$ cat config.mk
export PLATFORM = sky130hd
export DESIGN_NAME = pcileech_sysctl_ledbtn_flat
export DESIGN_NICKNAME = d
export VERILOG_FILES = /design/src/rtl/pcileech_sysctl_ledbtn_if.sv /design/src/rtl/pcileech_sysctl_ledbtn.sv /design/src/flat_wrapper.sv
export SDC_FILE = /design/constraint.sdc
export NUM_CORES = 1
export LEC_CHECK = 0
export BUFFER_PORTS_ARGS = -buffer_cell sky130_fd_sc_hd__buf_2
export CORE_MARGIN = 2
export CORE_UTILIZATION = 60
export DETAILED_ROUTE_END_ITERATION = 10
export PLACE_DENSITY = 0.77
export SLEW_MARGIN = 20
export SYNTH_ARGS = -nofsm -noshare
export SYNTH_HDL_FRONTEND = slang
export SYNTH_SLANG_ARGS = --single-unit
$ cat constraint.sdc
create_clock -name clk -period 8.08 [get_ports clk]
set_input_delay 0.808 -clock clk [delete_from_list [all_inputs] [get_ports clk]]
set_output_delay 0.808 -clock clk [all_outputs]
set_load 0.01 [all_outputs]
$ cat src/rtl/pcileech_sysctl_ledbtn_if.sv
// Board-control signal bundle between the pads/core (master) and pcileech_sysctl_ledbtn (slave).
interface pcileech_sysctl_ledbtn_if #(
    parameter int NUM_BTN = 2,
    parameter int NUM_LED = 2
);
    logic [NUM_BTN-1:0]   btn_n;
    logic [NUM_BTN-1:0]   btn_level;
    logic [NUM_BTN-1:0]   btn_press;
    logic                 sys_rst;
    logic [2*NUM_LED-1:0] led_mode;
    logic [NUM_LED-1:0]   led_act;
    logic                 led_invert;
    logic [NUM_LED-1:0]   led;

    modport master (
        output btn_n, led_mode, led_act, led_invert,
        input  btn_level, btn_press, sys_rst, led
    );

    modport slave (
        input  btn_n, led_mode, led_act, led_invert,
        output btn_level, btn_press, sys_rst, led
    );
endinterface

$ cat src/rtl/pcileech_sysctl_ledbtn.sv
// Button debounce, stretched system-reset sequencer and LED mode engine.
// Define PCILEECH_SYSCTL_LONGPRESS_RST_EN to enable the button-0 long-press reset.
module pcileech_sysctl_ledbtn #(
    parameter int NUM_BTN           = 2,
    parameter int NUM_LED           = 2,
    parameter int DEBOUNCE_CYCLES   = 1000000,
    parameter int RST_HOLD_CYCLES   = 16,
    parameter int LONGPRESS_CYCLES  = 200000000,
    parameter int STRETCH_CYCLES    = 5000000,
    parameter int BLINK_HALF_CYCLES = 25000000
) (
    input  logic                    clk,
    input  logic                    rst_n,
    pcileech_sysctl_ledbtn_if.slave bus
);
    localparam int DB_W   = ($clog2(DEBOUNCE_CYCLES) < 1) ? 1 : $clog2(DEBOUNCE_CYCLES);
    localparam int HOLD_W = ($clog2(RST_HOLD_CYCLES) < 1) ? 1 : $clog2(RST_HOLD_CYCLES);
    localparam int ST_W   = $clog2(STRETCH_CYCLES + 1);
    localparam int BL_W   = ($clog2(BLINK_HALF_CYCLES) < 1) ? 1 : $clog2(BLINK_HALF_CYCLES);

`ifdef PCILEECH_SYSCTL_LONGPRESS_RST_EN
    localparam int LP_W  = ($clog2(LONGPRESS_CYCLES) < 1) ? 1 : $clog2(LONGPRESS_CYCLES);
    localparam int CNT_W = (LP_W > HOLD_W) ? LP_W : HOLD_W;
    typedef enum logic [1:0] {S_HOLD, S_RUN, S_ARMED} state_e;
`else
    // LONGPRESS_CYCLES has no effect without the long-press path
    localparam int CNT_W = HOLD_W + 0 * LONGPRESS_CYCLES;
    typedef enum logic {S_HOLD, S_RUN} state_e;
`endif

    logic [NUM_BTN-1:0]           sync1_q, sync2_q, pressed;
    logic [NUM_BTN-1:0]           level_q, level_d, press_q, press_d;
    logic [NUM_BTN-1:0][DB_W-1:0] db_cnt_q, db_cnt_d;
    state_e                       state_q, state_d;
    logic [CNT_W-1:0]             cnt_q, cnt_d;
    logic                         sys_rst_q;
    logic [NUM_LED-1:0][ST_W-1:0] st_cnt_q, st_cnt_d;
    logic [BL_W-1:0]              bl_cnt_q, bl_cnt_d;
    logic                         phase_q, phase_d;
    logic [NUM_LED-1:0]           led_q, led_d;

    assign pressed = ~sync2_q;

    always_comb begin
        level_d  = level_q;
        press_d  = '0;
        db_cnt_d = '0;
        for (int unsigned i = 0; i < NUM_BTN; i++) begin
            if (pressed[i] != level_q[i]) begin
                if (db_cnt_q[i] == DB_W'(DEBOUNCE_CYCLES - 1)) begin
                    level_d[i] = pressed[i];
                    press_d[i] = pressed[i];
                end else begin
                    db_cnt_d[i] = db_cnt_q[i] + 1'b1;
                end
            end
        end
    end

    always_comb begin
        state_d = state_q;
        cnt_d   = cnt_q;
        case (state_q)
            S_HOLD: begin
                if (cnt_q == CNT_W'(RST_HOLD_CYCLES - 1)) begin
                    state_d = S_RUN;
                    cnt_d   = '0;
                end else begin
                    cnt_d = cnt_q + 1'b1;
                end
            end
            S_RUN: begin
`ifdef PCILEECH_SYSCTL_LONGPRESS_RST_EN
                if (!level_q[0]) begin
                    cnt_d = '0;
                end else if (cnt_q == CNT_W'(LONGPRESS_CYCLES - 1)) begin
                    state_d = S_ARMED;
                    cnt_d   = '0;
                end else begin
                    cnt_d = cnt_q + 1'b1;
                end
`else
                cnt_d = '0;
`endif
            end
`ifdef PCILEECH_SYSCTL_LONGPRESS_RST_EN
            // Reset fires on release so one hold yields exactly one reset
            S_ARMED: begin
                cnt_d = '0;
                if (!level_q[0]) state_d = S_HOLD;
            end
`endif
            default: begin
                state_d = S_HOLD;
                cnt_d   = '0;
            end
        endcase
    end

    always_comb begin
        st_cnt_d = st_cnt_q;
        for (int unsigned i = 0; i < NUM_LED; i++) begin
            if (bus.led_act[i]) begin
                st_cnt_d[i] = ST_W'(STRETCH_CYCLES);
            end else if (st_cnt_q[i] != '0) begin
                st_cnt_d[i] = st_cnt_q[i] - 1'b1;
            end
        end
    end

    always_comb begin
        bl_cnt_d = bl_cnt_q + 1'b1;
        phase_d  = phase_q;
        if (bl_cnt_q == BL_W'(BLINK_HALF_CYCLES - 1)) begin
            bl_cnt_d = '0;
            phase_d  = ~phase_q;
        end
    end

    // Stretch mode looks at the next counter value so a strobe lights the LED immediately
    always_comb begin
        led_d = '0;
        for (int unsigned i = 0; i < NUM_LED; i++) begin
            case (bus.led_mode[2*i +: 2])
                2'b00:   led_d[i] = 1'b0;
                2'b01:   led_d[i] = 1'b1;
                2'b10:   led_d[i] = (st_cnt_d[i] != '0);
                default: led_d[i] = phase_q;
            endcase
            led_d[i] = led_d[i] ^ bus.led_invert;
        end
    end

    always_ff @(posedge clk) begin
        if (!rst_n) begin
            sync1_q   <= '1;
            sync2_q   <= '1;
            level_q   <= '0;
            press_q   <= '0;
            db_cnt_q  <= '0;
            state_q   <= S_HOLD;
            cnt_q     <= '0;
            sys_rst_q <= 1'b1;
            st_cnt_q  <= '0;
            bl_cnt_q  <= '0;
            phase_q   <= 1'b0;
            led_q     <= '0;
        end else begin
            sync1_q   <= bus.btn_n;
            sync2_q   <= sync1_q;
            level_q   <= level_d;
            press_q   <= press_d;
            db_cnt_q  <= db_cnt_d;
            state_q   <= state_d;
            cnt_q     <= cnt_d;
            sys_rst_q <= (state_q == S_HOLD);
            st_cnt_q  <= st_cnt_d;
            bl_cnt_q  <= bl_cnt_d;
            phase_q   <= phase_d;
            led_q     <= led_d;
        end
    end

    assign bus.btn_level = level_q;
    assign bus.btn_press = press_q;
    assign bus.sys_rst   = sys_rst_q;
    assign bus.led       = led_q;
endmodule

$ cat src/flat_wrapper.sv
// flat-port wrapper written by rule: the top's interface ports become plain ports
module pcileech_sysctl_ledbtn_flat 
#(
    parameter int NUM_BTN           = 2,
    parameter int NUM_LED           = 2,
    parameter int DEBOUNCE_CYCLES   = 1000000,
    parameter int RST_HOLD_CYCLES   = 16,
    parameter int LONGPRESS_CYCLES  = 200000000,
    parameter int STRETCH_CYCLES    = 5000000,
    parameter int BLINK_HALF_CYCLES = 25000000
)
  (clk, rst_n, bus_btn_n, bus_led_mode, bus_led_act, bus_led_invert, bus_btn_level, bus_btn_press, bus_sys_rst, bus_led);
  pcileech_sysctl_ledbtn_if #(.NUM_BTN(NUM_BTN), .NUM_LED(NUM_LED)) bus_i ();
  input  logic clk;
  input  logic rst_n;
  input wire logic [$bits(bus_i.btn_n)-1:0] bus_btn_n;
  input wire logic [$bits(bus_i.led_mode)-1:0] bus_led_mode;
  input wire logic [$bits(bus_i.led_act)-1:0] bus_led_act;
  input wire logic [$bits(bus_i.led_invert)-1:0] bus_led_invert;
  output wire logic [$bits(bus_i.btn_level)-1:0] bus_btn_level;
  output wire logic [$bits(bus_i.btn_press)-1:0] bus_btn_press;
  output wire logic [$bits(bus_i.sys_rst)-1:0] bus_sys_rst;
  output wire logic [$bits(bus_i.led)-1:0] bus_led;
  assign bus_i.btn_n = bus_btn_n;
  assign bus_i.led_mode = bus_led_mode;
  assign bus_i.led_act = bus_led_act;
  assign bus_i.led_invert = bus_led_invert;
  assign bus_btn_level = bus_i.btn_level;
  assign bus_btn_press = bus_i.btn_press;
  assign bus_sys_rst = bus_i.sys_rst;
  assign bus_led = bus_i.led;
  pcileech_sysctl_ledbtn #(.NUM_BTN(NUM_BTN), .NUM_LED(NUM_LED), .DEBOUNCE_CYCLES(DEBOUNCE_CYCLES), .RST_HOLD_CYCLES(RST_HOLD_CYCLES), .LONGPRESS_CYCLES(LONGPRESS_CYCLES), .STRETCH_CYCLES(STRETCH_CYCLES), .BLINK_HALF_CYCLES(BLINK_HALF_CYCLES)) u_core (.clk(clk), .rst_n(rst_n), .bus(bus_i));
endmodule
==> metrics.csv, run 1 <==
stage,metric,value,unit
global_route,grt_overflow,0,
pwr,leakage,0.00250,uW
worst_setup_path,setup.worst_path.start_class,flip-flop,
detailed_routing,wl_per_cell,14.3,um
floorplan,dieArea,10800,um^2
clock_tree,clock_latency,0.51,ns
clock_tree,htreeDepth,4,
sta,timing.hold.ws,0.405,ns
place,dp_cells,833,
worst_setup_path,critPathCaptureType,flip-flop,
detailed_routing,drtAntennaViolNets,0,
place,hpwl,8.43,mm
worst_setup_path,rr_worst_depth,8,
yosys,synth_area_leaders,"dfxtp_1 43%, xor2_1 8.5%, nor2_1 8.4%",
global_route,track_usage,23.9,%
floorplan,die_w,104,um
yosys,yosysTopAreaCell,dfxtp_1,
floorplan,placement_rows,36,
sta,tightest_slew,0.750,ns
clock_tree,clock_sinks,128,
worst_setup_path,critPathKind,reg -> reg,
floorplan,die_y,104,um
clock_tree,cts_tree,built,
pwr,power_density,233,nW/um^2
yosys,synth-seq-cells,128,
cells_and_area,postLayoutCellArea,6700,um^2
worst_setup_path,critPathCapture,u_core.bus.led[0],
place,place.gp.congestion,0.905,
detailed_routing,via_per_inst,5.71,
yosys,netlist.area_leader.share,43.0,%
clock_tree,cts_hold_buf,0,
detailed_routing,vias,4930,
yosys,ys_types,62,
worst_setup_path,cp_max_fo,15,
global_route,grt_max_degree,25,
sta,finalCritPeriodShare,39.7,%
cells_and_area,finalNonFillerCells,864,
worst_setup_path,crit_arrival,3.65,ns
run_status,status,"finished, final reports clean",
cells_and_area,diodes,0,
detailed_routing,dr.first_iter.drc_count,219,
yosys,syn_inst,704,
yosys,synth_edf_count,0,
yosys,syn_avg_cell_area,8.47,um^2
cells_and_area,final_util,68.9,%
worst_setup_path,startpoint,u_core.st_cnt_q[18],
run,drv_cap,0,
detailed_routing,wirelength,12.3,mm
cells_and_area,mostFrequentLayoutCells,"133 x nor2_1, 128 x dfxtp_1, 58 x xor2_1, 45 x nand2_1, 44 x nand3_1",
clock_tree,cts_resized,0,
sta,rsz0062_at_grt,no,
clock_tree,clk_pin_slew_worst_paths,0.06,ns
place,placed_cell_area,6140,um^2
clock_tree,numCtsBuffers,17,
worst_setup_path,r2r_start,u_core.st_cnt_q[18],
global_route,first_global_vias,4709,
sta,finalHoldViolCount,0,
sta,final_max_slew_viol_count,0,
clock_tree,clockBufferDepth,2,
yosys,syn_nets,723,
sta,finalCriticalPeriod,3.21,ns
cells_and_area,fillers,791,
cells_and_area,layout_commonest_cell,nor2_1,
worst_setup_path,r2r_end,u_core.bus.led[0],
yosys,ys_seq_area_share,43.0,%
global_route,grt_pass1_wl,21.5,mm
place,io_buffer_count,17,
worst_setup_path,crit_required,8.53,ns
cells_and_area,area_delta_synth_final,12.3,%
pwr,ir_drop,0.000187,V
worst_setup_path,r2r_slack,4.87,ns
cells_and_area,nets,738,
clock_tree,cts_setup_buffers,0,
cells_and_area,drive_gt1_share,8.76,%
clock_tree,clock-root-buffer,clkbuf_8,
detailed_routing,drtPass1Iterations,5,
sta,finClkSkew,0.00664,ns
global_route,antenna_found_initial,0,
yosys,yosysWarnings,0,
sta,setup_viol,0,
floorplan,coreArea,9730,um^2
yosys,synthFlopType,dfxtp_1,
sta,max_freq,312,MHz
hold_path,hp-class,reg -> reg,
sta,slew_headroom,49.7,%
yosys,synthArstFlopShare,0,%
floorplan,io_pins,18,
sta,final.setup.tns,0,ns
floorplan,start_util,61.3,%
yosys,netlist_area,5970,um^2
detailed_routing,drc,0,
[kinds of logic (layout without fill, tap and decap cells)]
| logic type | count (synthesis) | count (layout) | synth area share, % |
|---|---|---|---|
| compound gates | 78 | 78 | 8.64 |
| xor+xnor | 93 | 93 | 13.7 |
| fa+ha+maj | 8 | 8 | 1.68 |
| buf+inv | 42 | 69 | 2.77 |
| flops | 128 | 128 | 43.0 |
| mux | 3 | 3 | 0.503 |
| simple gates | 352 | 352 | 29.8 |
[layer usage]
layer | vias up | track usage [%] | wire length [um]
li1 | 2454 | - | -
met1 | 2313 | 30.5 | 5540
met2 | 136 | 39.9 | 5980
met3 | 27 | 6.10 | 613
met4 | 0 | 7.63 | 191
met5 | - | 0 | 0
[through the flow]
stage	power (uW)	worst slack, ns
2_1_floorplan	820	5.38
3_3_place_gp	852	4.95
3_5_place_dp	856	4.90
4_1_cts	1570	4.88
5_1_grt	1630	4.62
6_report	1560	4.87
[layout make-up]
type / instances / area [um^2] / area share, %
Clock inverter: 10 / 113 / 1.68
Multi-Input combinational cell: 534 / 3240 / 48.3
Timing Repair Buffer: 19 / 100 / 1.49
Tap cell: 133 / 166 / 2.48
Clock buffer: 21 / 449 / 6.70
Sequential cell: 128 / 2560 / 38.2
Inverter: 19 / 71.3 / 1.06
[state kept, by name, summed over array words and instances (netlist names)]
register	cells
u_core.bl_cnt_q	25
u_core.bus.btn_level	2
u_core.bus.btn_press	2
u_core.bus.led	2
u_core.bus.sys_rst	1
u_core.cnt_q	4
u_core.db_cnt_q	40
u_core.phase_q	1
u_core.st_cnt_q	46
u_core.state_q	1
u_core.sync1_q	2
u_core.sync2_q	2
[worst max-delay path: stages (launching register included)]
cell and delay (ns):
dfxtp_1 0.35, or4_4 0.56, nor3_1 0.29, nand3b_1 0.50, a311o_1 0.52, a2111oi_1 0.42, nand4_1 0.17, o21ai_2 0.15
mux2i_1 0.18
[worst min path at each step]
stage	cells after the start	to	startpoint	slack [ns]
after floorplan	1	u_core.bus.sys_rst	u_core.state_q	0.37
after global placement	1	u_core.sync2_q[0]	u_core.sync1_q[0]	0.39
after detailed placement	1	u_core.sync2_q[0]	u_core.sync1_q[0]	0.39
after CTS	1	u_core.sync2_q[0]	u_core.sync1_q[0]	0.41
after global routing	1	u_core.sync2_q[0]	u_core.sync1_q[0]	0.43
final	1	u_core.sync2_q[0]	u_core.sync1_q[0]	0.40
[synth_stat cells, types with 7 or more instances]
cell and count:
ha_1 8, dfxtp_1 128, clkbuf_1 22, nand4_1 17, nor2_1 133, a21oi_1 30, nand2_1 45, xor2_1 58
nor4_1 7, and2_1 7, nand2b_1 8, inv_1 18, and3_1 23, nor3_1 14, o21ai_0 11, xnor2_1 35
or3_1 13, nand3_1 44
[power breakdown]
| group | switching [uW] | internal, uW | leakage [uW] | total (uW) |
|---|---|---|---|---|
| logic | 103 | 66.2 | 0.00120 | 169 |
| clock network | 266 | 451 | 0.000262 | 717 |
| registers | 25.1 | 653 | 0.00104 | 678 |
| total | 393 | 1170 | 0.00250 | 1560 |
Note: power is estimated with default switching activity, not from simulation.
==> run 2: changes to the inputs <==
- ABC_AREA: default -> 1
- CORE_UTILIZATION: 60 -> 57
- clock period: 8.08 -> 2.58 ns (I/O delays scaled with it)
==> run 2 against run 1 <==
Utilization shrank 3.5 points. Count of clock-buffer cells in the layout increased by 3. Register-to-register slack got worse by 4.5 ns. Fmax grew 45%. Critical path depth increased by 9. Hold slack worse by 0.37 ns. Via count is 25% higher. Clock power grew to 3.1 times the previous value. Global-route usage increased by 0.25 points. Die area increased by 18%. Synthesized cell count up 41%.
==> metrics.csv, run 2 <==
stage,metric,value,unit,change
yosys,syn_inst,996,,+41%
floorplan,die_y,113,um,+8.7%
global_route,track_usage,24.2,%,+0.25 points
detailed_routing,vias,6164,,+25%
global_route,first_global_vias,5673,,+20%
place,hpwl,10.4,mm,+23%
place,dp_cells,1142,,+37%
global_route,grt_max_degree,31,,+24%
sta,finalCriticalPeriod,2.21,ns,-0.999 ns
cells_and_area,top_register,u_core.st_cnt_q,,
sta,timing.hold.ws,0.0331,ns,-0.371 ns
detailed_routing,wl_per_cell,12.3,um,-14%
clock_tree,numCtsBuffers,17,,unchanged
cells_and_area,reg_top3,"u_core.st_cnt_q x46, u_core.db_cnt_q x40, u_core.bl_cnt_q x25",,
clock_tree,clk_pin_slew_worst_paths,0.06,ns,about the same
cells_and_area,finalNonFillerCells,1171,,+36%
hold_path,hold_depth,2,,+1
worst_setup_path,crit_arrival,2.52,ns,-1.13 ns
yosys,synth_edf_count,0,,unchanged
floorplan,start_util,58.8,%,-2.6 points
cells_and_area,area_delta_synth_final,11.3,%,
cells_and_area,mostFrequentLayoutCells,"225 x nand2_1, 160 x nor2_1, 128 x dfxtp_1, 105 x inv_1, 78 x nand3_1",,
global_route,grt_overflow,0,,unchanged
clock_tree,cts_tree,built,,
worst_setup_path,crit_top_cell,nand2_1,,
clock_tree,clock_latency,0.42,ns,-0.09 ns
clock_tree,clock-root-buffer,clkbuf_16,,
floorplan,io_pins,18,,unchanged
run,drv_cap,0,,unchanged
sta,rsz0062_at_grt,no,,
sta,max_freq,453,MHz,+45%
global_route,grt_pass1_wl,25.4,mm,+18%
hold_path,hp-class,in -> reg,,
detailed_routing,drtAntennaViolNets,0,,unchanged
clock_tree,clockBufferDepth,2,,unchanged
clock_tree,cts_setup_buffers,0,,unchanged
yosys,synth-seq-cells,128,,unchanged
clock_tree,cts_resized,0,,unchanged
sta,finalHoldViolCount,0,,unchanged
global_route,antenna_found_initial,0,,unchanged
yosys,synth_area_leaders,"dfxtp_1 38%, nand2_1 13%, nor2_1 8.9%",,
pwr,ir_drop,0.000771,V,+310%
worst_setup_path,setup.worst_path.start_class,flip-flop,,
worst_setup_path,critPathKind,reg -> reg,,
pwr,power_density,680,nW/um^2,+190%
worst_setup_path,r2r_start,u_core.st_cnt_q[23],,
clock_tree,cts_hold_buf,0,,unchanged
worst_setup_path,slowest_delay,0.36,ns,-0.20 ns
worst_setup_path,cp_max_fo,6,,-9
yosys,syn_avg_cell_area,6.76,um^2,-20%
cells_and_area,diodes,0,,unchanged
yosys,syn_nets,1015,,+40%
yosys,synthFlopType,dfxtp_1,,
yosys,ys_types,34,,-45%
sta,tightest_slew,0.664,ns,-0.0857 ns
place,io_buffer_count,17,,unchanged
detailed_routing,dr.first_iter.drc_count,569,,+160%
detailed_routing,wirelength,14.4,mm,+17%
hold_path,hp-start,bus_btn_n[1],,
detailed_routing,drtPass1Iterations,5,,unchanged
pwr,leakage,0.00308,uW,+23%
yosys,synthArstFlopShare,0,%,unchanged
clock_tree,clock_sinks,128,,unchanged
floorplan,coreArea,11500,um^2,+18%
yosys,yosysTopAreaCell,dfxtp_1,,
worst_setup_path,crit_required,2.89,ns,-5.64 ns
worst_setup_path,path_cells,"inv_2, ha_1, nand2_1, nor2_1, nand2_1, nand2_1, nand2_1, nand3_1, nand2_1, inv_1, nand2_1, nor2_1, nand2_1, nand2_2, nand3_1, nand2_1, nor2_2",,
floorplan,die_w,113,um,+8.7%
cells_and_area,nets,1037,,+41%
sta,finClkSkew,0.00903,ns,+0.00239 ns
yosys,netlist_area,6740,um^2,+13%
worst_setup_path,rr_worst_depth,17,,+9
cells_and_area,layout_commonest_cell,nand2_1,,
yosys,synthTopCellsByCount,"225 x nand2_1, 160 x nor2_1, 128 x dfxtp_1, 106 x inv_1, 78 x nand3_1",,
clock_tree,htreeDepth,4,,unchanged
worst_setup_path,cp_slowest_cell,dfxtp_1,,
sta,final_max_slew_viol_count,0,,unchanged
worst_setup_path,critPathCaptureType,flip-flop,,
yosys,yosysMostFrequentCell,nand2_1,,
detailed_routing,via_per_inst,5.26,,-7.7%
sta,setup_viol,0,,unchanged
yosys,netlist.area_leader.share,38.0,%,-4.9 points
worst_setup_path,startpoint,u_core.st_cnt_q[23],,
sta,slew_headroom,55.7,%,+6.0 points
yosys,ys_seq_area_share,38.0,%,-4.9 points
sta,finalCritPeriodShare,85.6,%,+46 points
run_status,status,"finished, final reports clean",,
floorplan,dieArea,12700,um^2,+18%
cells_and_area,drive_gt1_share,10.8,%,+2.0 points
detailed_routing,drc,0,,unchanged
cells_and_area,largest_reg_flops,46,,unchanged
floorplan,placement_rows,39,,+8.3%
sta,final.setup.tns,0,ns,unchanged
place,place.gp.congestion,0.966,,+6.7%
yosys,yosysWarnings,0,,unchanged
## run 2: per-layer routing
layer / wire, um / track usage [%]
met1: 7160 / 32.9
met2: 6230 / 37.4
met3: 641 / 6.00
met4: 335 / 8.94
met5: 0 / 0
## run 2: cell type report
type                    count  area (um^2)
flip-flops and latches    128         2560
inverters                 108          405
clock inverters             5         55.1
multi-input cells         742         3680
fillers                  1068         3970
clock buffers              24          502
repair buffers             21          115
well taps                 143          179
## run 2: per-stage QoR
step                setup WS (ns)  area (um^2)  util [%]  power, uW
finish                      0.372         7500      65.4       5100
global route                0.134         7500      65.4       5340
CTS                         0.399         7500      65.4       5130
detailed placement          0.427         6940      60.5       2870
global placement            0.431         6940      60.5       2880
floorplan                   0.764         6740         -       2720
## run 2: final timing paths
check | slack [ns] | end
setup / recovery | 0.37 | u_core.bus.led[1]
hold / removal | 0.03 | u_core.sync1_q[1]
setup reg to reg | 0.37 | u_core.bus.led[1]
hold reg to reg | 0.39 | u_core.bus.sys_rst
## run 2: critical path: cells and delay by family (launching register included)
family                   cells  cell delay, ns
AND/OR/NAND/NOR             14            1.26
flip-flops                   1            0.36
adder cells (fa/ha/maj)      1            0.30
buffers and inverters        2            0.18
## run 2: power breakdown
group	internal, uW	leakage [uW]	switching, uW
registers	2040	0.00104	64.5
clock network	1430	0.000270	822
logic	239	0.00176	499
## run 2: cells by family (layout without fill, tap and decap cells)
family                     count (synthesis)  after routing  synth area share, %
adders and majority gates                  8              8                 1.49
DFF                                      128            128                 38.0
buffers and inverters                    126            158                 7.35
xor gates and xnor gates                  25             25                 3.25
and+or+nand+nor                          633            633                 44.0
AOI/OAI and AO/OA                         76             76                 5.89
==> run 3: changes to the inputs <==
- PLACE_DENSITY: 0.77 -> 0.85
- SETUP_SLACK_MARGIN: default -> 0.5
==> run 3 against run 2 <==
Die area is the same. Power grew 14%. Sequential cell count is the same. Combinational power grew 56%. Clock skew grew 0.0014 ns. Critical path depth shrank 2. Count of clock-buffer cells in the layout shrank 3. Critical path type unchanged. Setup slack gained 0.039 ns. Routed wire length grew 36%. Final cell count grew 4.3%.
==> metrics.csv, run 3 (synthesis gave the netlist of run 2 again) <==
stage,metric,value,unit,change
sta,finalCritPeriodShare,84.1,%,-1.5 points
floorplan,die_w,113,um,unchanged
worst_setup_path,critPathCaptureType,flip-flop,,
clock_tree,clock_latency,0.43,ns,about the same
global_route,grt_max_degree,30,,-3.2%
sta,setup_viol,0,,unchanged
worst_setup_path,path_cells,"nor2_4, nand2_4, nor2_4, nand3_4, buf_6, nand3_2, nand2_1, nor2_1, nand2_1, nor2_1, nand2_1, nand2_2, nand3_2, nand2_1, nor2_1",,
worst_setup_path,rr_worst_depth,15,,-2
worst_setup_path,r2r_start,u_core.st_cnt_q[6],,
run,drv_cap,0,,unchanged
cells_and_area,multi_input_area,4400,um^2,+20%
hold_path,hold_end,u_core.sync1_q[0],,
clock_tree,numCtsBuffers,17,,unchanged
cells_and_area,largest_reg_flops,46,,unchanged
detailed_routing,drc,0,,unchanged
hold_path,hp-start,bus_btn_n[0],,
run_status,status,"finished, final reports clean",,
global_route,antenna_found_initial,0,,unchanged
clock_tree,clock-root-buffer,clkbuf_16,,
pwr,pwr-share-comb,19.7,%,+5.2 points
global_route,first_global_vias,5979,,+5.4%
detailed_routing,drtPass1Iterations,9,,+4
floorplan,coreArea,11500,um^2,unchanged
worst_setup_path,crit_top_cell,nand2_1,,
floorplan,dieArea,12700,um^2,unchanged
worst_setup_path,slowest_delay,0.38,ns,+0.02 ns
pwr,p_switching,1760,uW,+27%
worst_setup_path,crit_required,2.91,ns,+0.02 ns
pwr,pwr-share-clk,43.4,%,-0.8 points
worst_setup_path,r2r_slack,0.41,ns,+0.04 ns
cells_and_area,mostFrequentLayoutCells,"197 x nand2_1, 116 x nor2_1, 97 x inv_1, 94 x dfxtp_1, 64 x nand3_1",,
global_route,grt_pass1_wl,26.7,mm,+5.1%
worst_setup_path,r2r_end,u_core.bus.led[0],,
floorplan,start_util,58.8,%,unchanged
pwr,ir_drop,0.000682,V,-12%
clock_tree,clockBufferDepth,2,,unchanged
worst_setup_path,critPathKind,reg -> reg,,
pwr,sequentialPowerShare,36.9,%,-4.5 points
detailed_routing,vias,7207,,+17%
worst_setup_path,cp_slowest_cell,dfxtp_1,,
place,placed_cell_area,6950,um^2,+0.11%
sta,finalHoldViolCount,0,,unchanged
worst_setup_path,crit_arrival,2.49,ns,-0.03 ns
floorplan,die_y,113,um,unchanged
clock_tree,clock_sinks,128,,unchanged
global_route,grt_overflow,0,,unchanged
cells_and_area,nets,1084,,+4.5%
pwr,p_int,4060,uW,+9.2%
sta,rsz0062_at_grt,yes,,
sta,finClkSkew,0.0105,ns,+0.00144 ns
sta,max_freq,461,MHz,+1.8%
pwr,leakage,0.00353,uW,+15%
detailed_routing,drtAntennaViolNets,0,,unchanged
clock_tree,htreeDepth,4,,unchanged
worst_setup_path,setup.worst_path.start_class,flip-flop,,
floorplan,io_pins,18,,unchanged
worst_setup_path,cp_max_fo,5,,-1
sta,final_max_slew_viol_count,0,,unchanged
cells_and_area,layout_commonest_cell,nand2_1,,
floorplan,placement_rows,39,,unchanged
pwr,total_power,5820,uW,+14%
place,io_buffer_count,17,,unchanged
clock_tree,clk_pin_slew_worst_paths,0.06,ns,about the same
detailed_routing,wirelength,19.5,mm,+36%
detailed_routing,dr.first_iter.drc_count,854,,+50%
global_route,track_usage,25.7,%,+1.5 points
sta,final.setup.tns,0,ns,unchanged
detailed_routing,via_per_inst,5.90,,+12%
place,place.gp.congestion,0.972,,+0.66%
clock_tree,cts_hold_buf,0,,unchanged
clock_tree,cts_tree,built,,
cells_and_area,seqCellArea,2620,um^2,+2.1%
hold_path,hp-class,in -> reg,,
cells_and_area,diodes,0,,unchanged
cells_and_area,reg_top3,"u_core.st_cnt_q x46, u_core.db_cnt_q x40, u_core.bl_cnt_q x25",,
cells_and_area,top_register,u_core.st_cnt_q,,
cells_and_area,postLayoutCellArea,8700,um^2,+16%
cells_and_area,fillers,741,,-31%
sta,finalCriticalPeriod,2.17,ns,-0.0391 ns
hold_path,hold_depth,2,,unchanged
sta,slew_headroom,48.5,%,-7.1 points
detailed_routing,wl_per_cell,16.0,um,+30%
sta,tightest_slew,0.771,ns,+0.107 ns
pwr,power_density,668,nW/um^2,-1.7%
cells_and_area,area_delta_synth_final,29.1,%,
pwr,p_sw_share,30.2,%,+3.1 points
place,hpwl,10.7,mm,+2.8%
cells_and_area,drive_gt1_share,28.3,%,+17 points
run 3: cell count changes in the layout (fill, tap and decap cells not counted), moves of 14 or more:
cell / before / now
buf_4: 4 / 42
dfxtp_1: 128 / 94
dfxtp_2: 0 / 29
nand2_1: 225 / 197
nand2_2: 11 / 27
nand3_1: 78 / 64
nand3_2: 1 / 15
nor2_1: 160 / 116
nor2_4: 4 / 38
run 3: layer usage:
| layer | track usage [%] | vias up | share of wire, % |
|---|---|---|---|
| met2 | 41.8 | 387 | 46 |
| met5 | 0 | - | 0 |
| met1 | 33.7 | 3305 | 41 |
| met4 | 7.80 | 0 | 4.1 |
| li1 | - | 3401 | - |
| met3 | 6.59 | 114 | 8.6 |
run 3: power by group through the flow:
stage / logic [uW] / registers (uW) / clock network, uW
after floorplan: 586 / 2130 / 0
after global placement: 728 / 2150 / 0
after detailed placement: 736 / 2150 / 0
after CTS: 780 / 2110 / 2540
after global routing: 1230 / 2150 / 2630
final: 1150 / 2140 / 2520
run 3: worst max-delay path: cells and delay by family, from the launching register on:
kind / cells / cell delay, ns
simple gates: 14 / 1.49
flops: 1 / 0.38
buf+inv: 1 / 0.18
run 3: timing repair:
item	in CTS	in global routing
setup endpoints to repair	3	44
buffers inserted	0	41
pin swaps	2	75
gates cloned	2	3
resized for setup	12	212
run 3: through the flow:
stage | worst slack (ns) | instances | util (%) | hold slack (ns)
floorplan | 0.764 | 996 | - | 0.320
global placement | 0.518 | 1143 | 60.6 | 0.375
detailed placement | 0.455 | 1143 | 60.6 | 0.376
CTS | 0.498 | 1177 | 66.6 | 0.0192
global route | 0.269 | 1221 | 75.9 | 0.0292
finish | 0.411 | 1221 | 75.9 | 0.0276
run 3: area by class of cell:
type	instances	share of cell area, %
repair buffers	63	5.32
inverters	108	4.83
clock inverters	11	1.75
flip-flops and latches	128	30.1
multi-input cells	747	50.5
clock buffers	21	5.41
well taps	143	2.06
run 3: how the worst max path moves through the flow:
stage,from,to,slack (ns)
3_5_place_dp,u_core.st_cnt_q[23],u_core.bus.led[1],0.45
6_report,u_core.st_cnt_q[6],u_core.bus.led[0],0.41
3_3_place_gp,u_core.st_cnt_q[23],u_core.bus.led[1],0.52
2_1_floorplan,u_core.st_cnt_q[23],u_core.bus.led[1],0.76
5_1_grt,u_core.st_cnt_q[3],u_core.bus.led[0],0.27
4_1_cts,u_core.st_cnt_q[23],u_core.bus.led[1],0.50
